## config.mk

```make
export PLATFORM = sky130hd
export DESIGN_NAME = imem_uart_loader
export DESIGN_NICKNAME = d
export VERILOG_FILES = /design/src/rtl/imem_uart_loader_pkg.sv /design/src/rtl/imem_uart_loader_uart_rx.sv /design/src/rtl/imem_uart_loader.sv
export SDC_FILE = /design/constraint.sdc
export NUM_CORES = 1
export LEC_CHECK = 0
export BUFFER_PORTS_ARGS = -buffer_cell sky130_fd_sc_hd__buf_2
export CAP_MARGIN = 20
export CORE_MARGIN = 5
export CORE_UTILIZATION = 50
export CTS_CLUSTER_DIAMETER = 80
export DETAILED_ROUTE_END_ITERATION = 10
export HOLD_SLACK_MARGIN = 0.06
export PLACE_DENSITY = 0.78
export SYNTH_ARGS = -nofsm -noshare
export SYNTH_HDL_FRONTEND = slang
export SYNTH_SLANG_ARGS = --single-unit
```

## constraint.sdc

```tcl
create_clock -name i_clk -period 2.4 [get_ports i_clk]
set_input_delay 0.48 -clock i_clk [delete_from_list [all_inputs] [get_ports i_clk]]
set_output_delay 0.48 -clock i_clk [all_outputs]
set_load 0.02 [all_outputs]
```

## src/rtl/imem_uart_loader_pkg.sv

```systemverilog
// imem_uart_loader_pkg: loader/receiver state encodings and baud-divider helper.
// The S_CSUM state exists only when CHECKSUM_EN is defined.
package imem_uart_loader_pkg;
  typedef enum logic [2:0] {
    S_LEN_LO,
    S_LEN_HI,
    S_DATA,
`ifdef CHECKSUM_EN
    S_CSUM,
`endif
    S_DONE,
    S_ERR
  } state_t;
  typedef enum logic [1:0] {R_IDLE, R_START, R_DATA, R_STOP} rx_state_t;
  function automatic int clks_per_bit(input int clk_freq, input int baud);
    return clk_freq / baud;
  endfunction
  // {core_rst_n, busy, done, err}
  function automatic logic [3:0] state_flags(input state_t s);
    return {s == S_DONE, !(s == S_DONE || s == S_ERR), s == S_DONE, s == S_ERR};
  endfunction
endpackage

```

## src/rtl/imem_uart_loader_uart_rx.sv

```systemverilog
// uart_rx: 8N1 receiver with 2-flop synchroniser, mid-bit sampling and framing-error flag.
module uart_rx
  import imem_uart_loader_pkg::*;
#(
  parameter int CPB = 434
) (
  input  logic       i_clk,
  input  logic       i_rst_n,
  input  logic       i_rx,
  output logic       o_valid,
  output logic [7:0] o_data,
  output logic       o_ferr
);
  localparam int CW = $clog2(CPB + 1);
  rx_state_t   r_state;
  logic [CW-1:0] r_cnt;
  logic [2:0]  r_bit;
  logic [2:0]  r_sync;  // [1] is the synchronised line, [2] its previous value
  always_ff @(posedge i_clk or negedge i_rst_n)
    if (!i_rst_n) begin
      r_sync  <= 3'b111;
      r_state <= R_IDLE;
      r_cnt   <= '0;
      r_bit   <= '0;
      o_data  <= '0;
      o_valid <= 1'b0;
      o_ferr  <= 1'b0;
    end else begin
      r_sync  <= {r_sync[1:0], i_rx};
      o_valid <= 1'b0;
      o_ferr  <= 1'b0;
      case (r_state)
        R_IDLE: if (r_sync[2] && !r_sync[1]) begin
          r_state <= R_START;
          r_cnt   <= '0;
        end
        R_START: if (r_cnt == CW'(CPB / 2 - 1)) begin
          r_state <= r_sync[1] ? R_IDLE : R_DATA;
          r_cnt   <= '0;
          r_bit   <= '0;
        end else r_cnt <= r_cnt + 1'b1;
        R_DATA: if (r_cnt == CW'(CPB - 1)) begin
          r_cnt   <= '0;
          o_data  <= {r_sync[1], o_data[7:1]};
          r_bit   <= r_bit + 1'b1;
          r_state <= (r_bit == 3'd7) ? R_STOP : R_DATA;
        end else r_cnt <= r_cnt + 1'b1;
        R_STOP: if (r_cnt == CW'(CPB - 1)) begin
          o_valid <= r_sync[1];
          o_ferr  <= !r_sync[1];
          r_state <= R_IDLE;
          r_cnt   <= '0;
        end else r_cnt <= r_cnt + 1'b1;
        default: r_state <= R_IDLE;
      endcase
    end
endmodule

```

## src/rtl/imem_uart_loader.sv

```systemverilog
// imem_uart_loader: UART boot loader packing LE words into instruction memory, core held in reset until done.
// Define CHECKSUM_EN to require a trailing XOR-of-data-bytes checksum byte after the image.
module imem_uart_loader
  import imem_uart_loader_pkg::*;
#(
  parameter int CLK_FREQ    = 50_000_000,
  parameter int BAUD        = 115200,
  parameter int DEPTH_WORDS = 1024,
  parameter int ADDR_W      = 10
) (
  input  logic              i_clk,
  input  logic              i_rst_n,
  input  logic              i_uart_rx,
  input  logic              i_load_req,
  output logic              o_imem_we,
  output logic [ADDR_W-1:0] o_imem_addr,
  output logic [31:0]       o_imem_wdata,
  output logic              o_core_rst_n,
  output logic              o_busy,
  output logic              o_done,
  output logic              o_err
);
  localparam int CLKS_PER_BIT = clks_per_bit(CLK_FREQ, BAUD);
`ifdef CHECKSUM_EN
  localparam state_t S_LAST = S_CSUM;
  logic [7:0] r_csum;
`else
  localparam state_t S_LAST = S_DONE;
`endif
  logic        w_rx_valid, w_rx_ferr;
  logic [7:0]  w_rx_data;
  logic [15:0] w_len;
  state_t      r_state;
  logic [3:0]  r_flags;
  logic [15:0] r_len, r_word_cnt;
  logic [1:0]  r_byte_cnt;
  logic [23:0] r_word;
  uart_rx #(.CPB(CLKS_PER_BIT)) u_rx (
    .i_clk  (i_clk),
    .i_rst_n(i_rst_n),
    .i_rx   (i_uart_rx),
    .o_valid(w_rx_valid),
    .o_data (w_rx_data),
    .o_ferr (w_rx_ferr)
  );
  assign w_len = {w_rx_data, r_len[7:0]};
  assign {o_core_rst_n, o_busy, o_done, o_err} = r_flags;
  always_ff @(posedge i_clk or negedge i_rst_n)
    if (!i_rst_n) begin
      r_state      <= S_LEN_LO;
      r_flags      <= state_flags(S_LEN_LO);
      r_len        <= '0;
      r_word_cnt   <= '0;
      r_byte_cnt   <= '0;
      r_word       <= '0;
      o_imem_we    <= 1'b0;
      o_imem_addr  <= '0;
      o_imem_wdata <= '0;
`ifdef CHECKSUM_EN
      r_csum       <= '0;
`endif
    end else begin
      o_imem_we <= 1'b0;
      if (w_rx_ferr && r_flags[2]) begin
        r_state <= S_ERR;
        r_flags <= state_flags(S_ERR);
      end else if (i_load_req && (r_state == S_DONE || r_state == S_ERR)) begin
        r_state    <= S_LEN_LO;
        r_flags    <= state_flags(S_LEN_LO);
        r_word_cnt <= '0;
        r_byte_cnt <= '0;
`ifdef CHECKSUM_EN
        r_csum     <= '0;
`endif
      end else if (w_rx_valid)
        case (r_state)
          S_LEN_LO: begin
            r_len[7:0] <= w_rx_data;
            r_state    <= S_LEN_HI;
            r_flags    <= state_flags(S_LEN_HI);
          end
          S_LEN_HI: begin
            r_len[15:8] <= w_rx_data;
            r_state <= (w_len == 16'd0) ? S_LAST : (w_len > 16'(DEPTH_WORDS)) ? S_ERR : S_DATA;
            r_flags <= state_flags((w_len == 16'd0) ? S_LAST : (w_len > 16'(DEPTH_WORDS)) ? S_ERR : S_DATA);
          end
          S_DATA: begin
            r_byte_cnt <= r_byte_cnt + 1'b1;
`ifdef CHECKSUM_EN
            r_csum     <= r_csum ^ w_rx_data;
`endif
            if (r_byte_cnt == 2'd3) begin
              o_imem_we    <= 1'b1;
              o_imem_addr  <= r_word_cnt[ADDR_W-1:0];
              o_imem_wdata <= {w_rx_data, r_word};
              r_word_cnt   <= r_word_cnt + 16'd1;
              if (r_word_cnt + 16'd1 == r_len) begin
                r_state <= S_LAST;
                r_flags <= state_flags(S_LAST);
              end
            end else r_word[r_byte_cnt*8 +: 8] <= w_rx_data;
          end
`ifdef CHECKSUM_EN
          S_CSUM: begin
            r_state <= (w_rx_data == r_csum) ? S_DONE : S_ERR;
            r_flags <= state_flags((w_rx_data == r_csum) ? S_DONE : S_ERR);
          end
`endif
          default: ;
        endcase
    end
endmodule

```

==> summary.txt <==
Setup path
  • WS Path Type: reg2reg
  • WP data required: 2750 ps
  • Crit path capture type: flip-flop
  • Max FO, Critical Path: 6
  • Worst EP arrival: 2690 ps
  • Setup crit start kind: flip-flop

Power and ir drop
  • Static Leak: 0.00375 µW
  • Peak VDD IR: 0.459 mV
  • Pwr Density: 718 mW/mm²

Placement
  • Hpwl dp: 10,100 µm
  • Post-DP Area: 0.00703 mm²
  • # port buffers: 50
  • Gpl congestion: 0.925
  • Placed Cells: 884

STA
  • Slew headroom: 57.5%
  • Final TNS setup: 0 ps
  • Final Max Slew Viols: 0
  • Count of final setup violators: 0
  • Skew final: 7.12 ps
  • Endpoints failing hold: 0
  • Worst-margin pin slew: 637 ps
  • Crit share post-route: 97.4%
  • Final min period: 2340 ps
  • Max Fclk: 428 MHz

Synth
  • Synth Flop Type: dfrtp_1
  • Cell variety after synth: 62
  • Leading area contributor after synthesis: dfrtp_1
  • Mapped Avg Cell Area: 9.73 µm²
  • Asr flop ratio synth: 100%
  • Mapped cell area: 0.00643 mm²
  • Post-synth EDFFs: 0
  • Synth area leaders: dfrtp_1 50%, nand2_1 9.9%, mux2_2 6.5%
  • Synth warn: 0
  • Area share of the largest cell type after synthesis: 50.2%
  • Gate Count Post-Synth: 661
  • Synthesized flop and latch total: 133
  • Sequential fraction of the synthesis area: 51.8%
  • Synth Net Count: 680

Detailed routing
  • Vias: 5,136
  • # DRC: 0
  • Drt total wl: 14,800 µm
  • 1st-pass router iterations: 5
  • Drt initial violations: 533
  • DR WL/cell: 16.1 µm
  • Via/cell ratio: 5.60
  • Final ANT Viol Nets: 0

Finish
  • # fillers: 1,030
  • Syn-to-layout area delta: 19.5%
  • Non-filler cells, final: 917
  • Fin util: 60.9%
  • Post-route cell area: 0.00769 mm²
  • Share of cells above drive strength 1: 24.3%
  • Nets: 751
  • Register area: 0.00334 mm²
  • Multi-input logic area: 0.00289 mm²
  • Diodes inserted: 0

Die
  • CORE AREA: 0.0126 mm²
  • FP Rows: 41
  • DIE WIDTH: 123 µm
  • Initial core utilization: 51.0%
  • DIE AREA: 0.0152 mm²
  • I/O pin cnt: 51
  • Die Y: 123 µm

GRT
  • Total track usage: 20.5%
  • Vias in the first global route: 5,156
  • Pin count of the biggest net entering global routing: 123
  • GRT Residual Overflow: 0
  • Initial antenna violation count: 0
  • First-pass GRT wire length: 24,600 µm

Clocking
  • Worst-path clk slew: 60 ps
  • TritonCTS clock tree: built
  • Clock Latency Late Sink: 420 ps
  • Total CTS buffers: 17
  • Max H-tree Level: 4
  • CTS sink cnt: 133
  • CTS Root Cell: clkbuf_16
  • Maximum clock path buffer count: 2

Run
  • Max-cap violations: 0

Min path
  • Hold crit path type: in2reg

Status
  • Status: completed
==> sequential cells by signal, indices dropped and copies added, names as in the netlist, named ones only <==
register and count:
o_imem_wdata 32, r_word 24, r_len 16, r_word_cnt 16, o_imem_addr 10, u_rx.r_cnt 9
u_rx.o_data 8, r_state 3, u_rx.r_bit 3, u_rx.r_sync 3, r_byte_cnt 2, r_flags 2
o_imem_we 1, u_rx.o_ferr 1, u_rx.o_valid 1, u_rx.r_state 1
==> what timing repair did <==
| action | 4_1_cts | 5_1_grt |
|---|---|---|
| endpoints found under the setup margin | 1 | 4 |
| hold buffers | 1 | 0 |
| buffers inserted | 0 | 0 |
| pin swaps | 0 | 1 |
| hold endpoints to repair | 9 | 0 |
| gates resized for setup | 1 | 12 |
==> critical path: stages, from the launching register on <==
cell and delay, ps:
dfrtp_2 410, ha_2 220, nand3_1 90, or3_1 360, a2111o_1 470, or4_4 460
a41o_1 250
==> path summary, 6_finish.rpt <==
| kind | startpoint | to | slack (ps) | depth (start not counted) |
|---|---|---|---|---|
| min in group asynchronous | i_rst_n | u_rx.r_cnt[1]$_DFFE_PN0N_ | 440 | 2 |
| hold / removal | i_uart_rx | u_rx.r_sync[0]$_DFF_PN1_ | 160 | 1 |
| hold reg to reg | u_rx.r_sync[0]$_DFF_PN1_ | u_rx.r_sync[1]$_DFF_PN1_ | 360 | 0 |
| setup / recovery | r_word_cnt[0]$_DFFE_PN0P_ | r_flags[2]$_DFFE_PN1P_ | 60 | 6 |
| max in group asynchronous | i_rst_n | r_word_cnt[2]$_DFFE_PN0P_ | 1060 | 3 |
| setup reg to reg | r_word_cnt[0]$_DFFE_PN0P_ | r_flags[2]$_DFFE_PN1P_ | 60 | 6 |
==> cell usage in the layout, fill, tap and decap left out, types with 3 or more instances in the layout <==
| master | netlist | layout |
|---|---|---|
| nand2_1 | 169 | 169 |
| dfrtp_1 | 129 | 123 |
| o21ai_0 | 75 | 75 |
| buf_2 | 8 | 49 |
| mux2_2 | 37 | 37 |
| buf_4 | 2 | 37 |
| nor2_1 | 23 | 23 |
| inv_1 | 18 | 18 |
| clkbuf_16 | 0 | 17 |
| xnor2_1 | 15 | 15 |
| ha_1 | 15 | 14 |
| nand3_1 | 13 | 13 |
| a21oi_1 | 13 | 12 |
| nor3b_1 | 8 | 8 |
| a31oi_1 | 8 | 8 |
| nand4_1 | 7 | 7 |
| o31ai_1 | 7 | 7 |
| nor3_1 | 6 | 6 |
| o41ai_1 | 6 | 6 |
| and3_1 | 7 | 6 |
| xor2_1 | 6 | 6 |
| inv_6 | 0 | 6 |
| dfrtp_2 | 0 | 6 |
| nor4bb_1 | 4 | 4 |
| and2_1 | 4 | 4 |
| dfstp_2 | 4 | 4 |
| nand2b_1 | 3 | 3 |
| a22o_1 | 3 | 3 |
| a211oi_1 | 3 | 3 |
| o211ai_1 | 3 | 3 |
| clkinv_4 | 0 | 3 |
| bufinv_16 | 0 | 3 |
==> Yosys cell counts, types with 4 or more instances <==
cell,count
nand2_1,169
dfrtp_1,129
o21ai_0,75
mux2_2,37
nor2_1,23
clkbuf_1,22
inv_1,18
ha_1,15
xnor2_1,15
a21oi_1,13
nand3_1,13
a31oi_1,8
buf_2,8
nor3b_1,8
and3_1,7
nand4_1,7
o31ai_1,7
nor3_1,6
o41ai_1,6
xor2_1,6
and2_1,4
dfstp_2,4
nor4bb_1,4
==> report_power, final <==
group / total, µW / internal (µW) / switching, µW
logic: 472 / 157 / 315
registers: 2340 / 2290 / 47.4
clock network: 2710 / 1690 / 1020
total: 5520 / 4140 / 1380
==> logic make-up after synthesis <==
logic type      after synthesis  share of synthesized area (%)
buf+inv                      54                           3.56
xor+xnor                     21                           2.86
flops                       133                           51.8
simple gates                266                           19.7
fa+ha+maj                    15                           2.92
mux                          38                           6.63
compound gates              134                           12.5
==> metrics by stage <==
step | hold WS, ps | worst slack (ps) | total power, µW
floorplan | 184 | 26.8 | 2680
global placement | 337 | 58.5 | 2820
detailed placement | 338 | 12.2 | 2850
CTS | 146 | 5.73 | 5570
global route | 149 | -4.20 | 5750
finish | 159 | 63.1 | 5520
==> area by class of cell <==
cell class                 instances  area share, %
clock buffer                      18           5.71
clock inverter                    14           2.41
inverter                          18          0.879
multi-input combinational        474           37.6
sequential                       133           43.4
tap                              172           2.80
timing repair buffer              88           7.19
==> routing by layer <==
layer  up-vias  track usage, %  part of all wire, %  routed length [µm]
met2       177            33.9                   50                7380
met3        31            5.31                  5.9                 871
met4         0            8.17                  2.2                 319
met5         -               0                    0                   0
met1      2489            25.7                   42                6190
li1       2439               -                    -                   -
No activity file was read; power rests on OpenSTA's default activity.
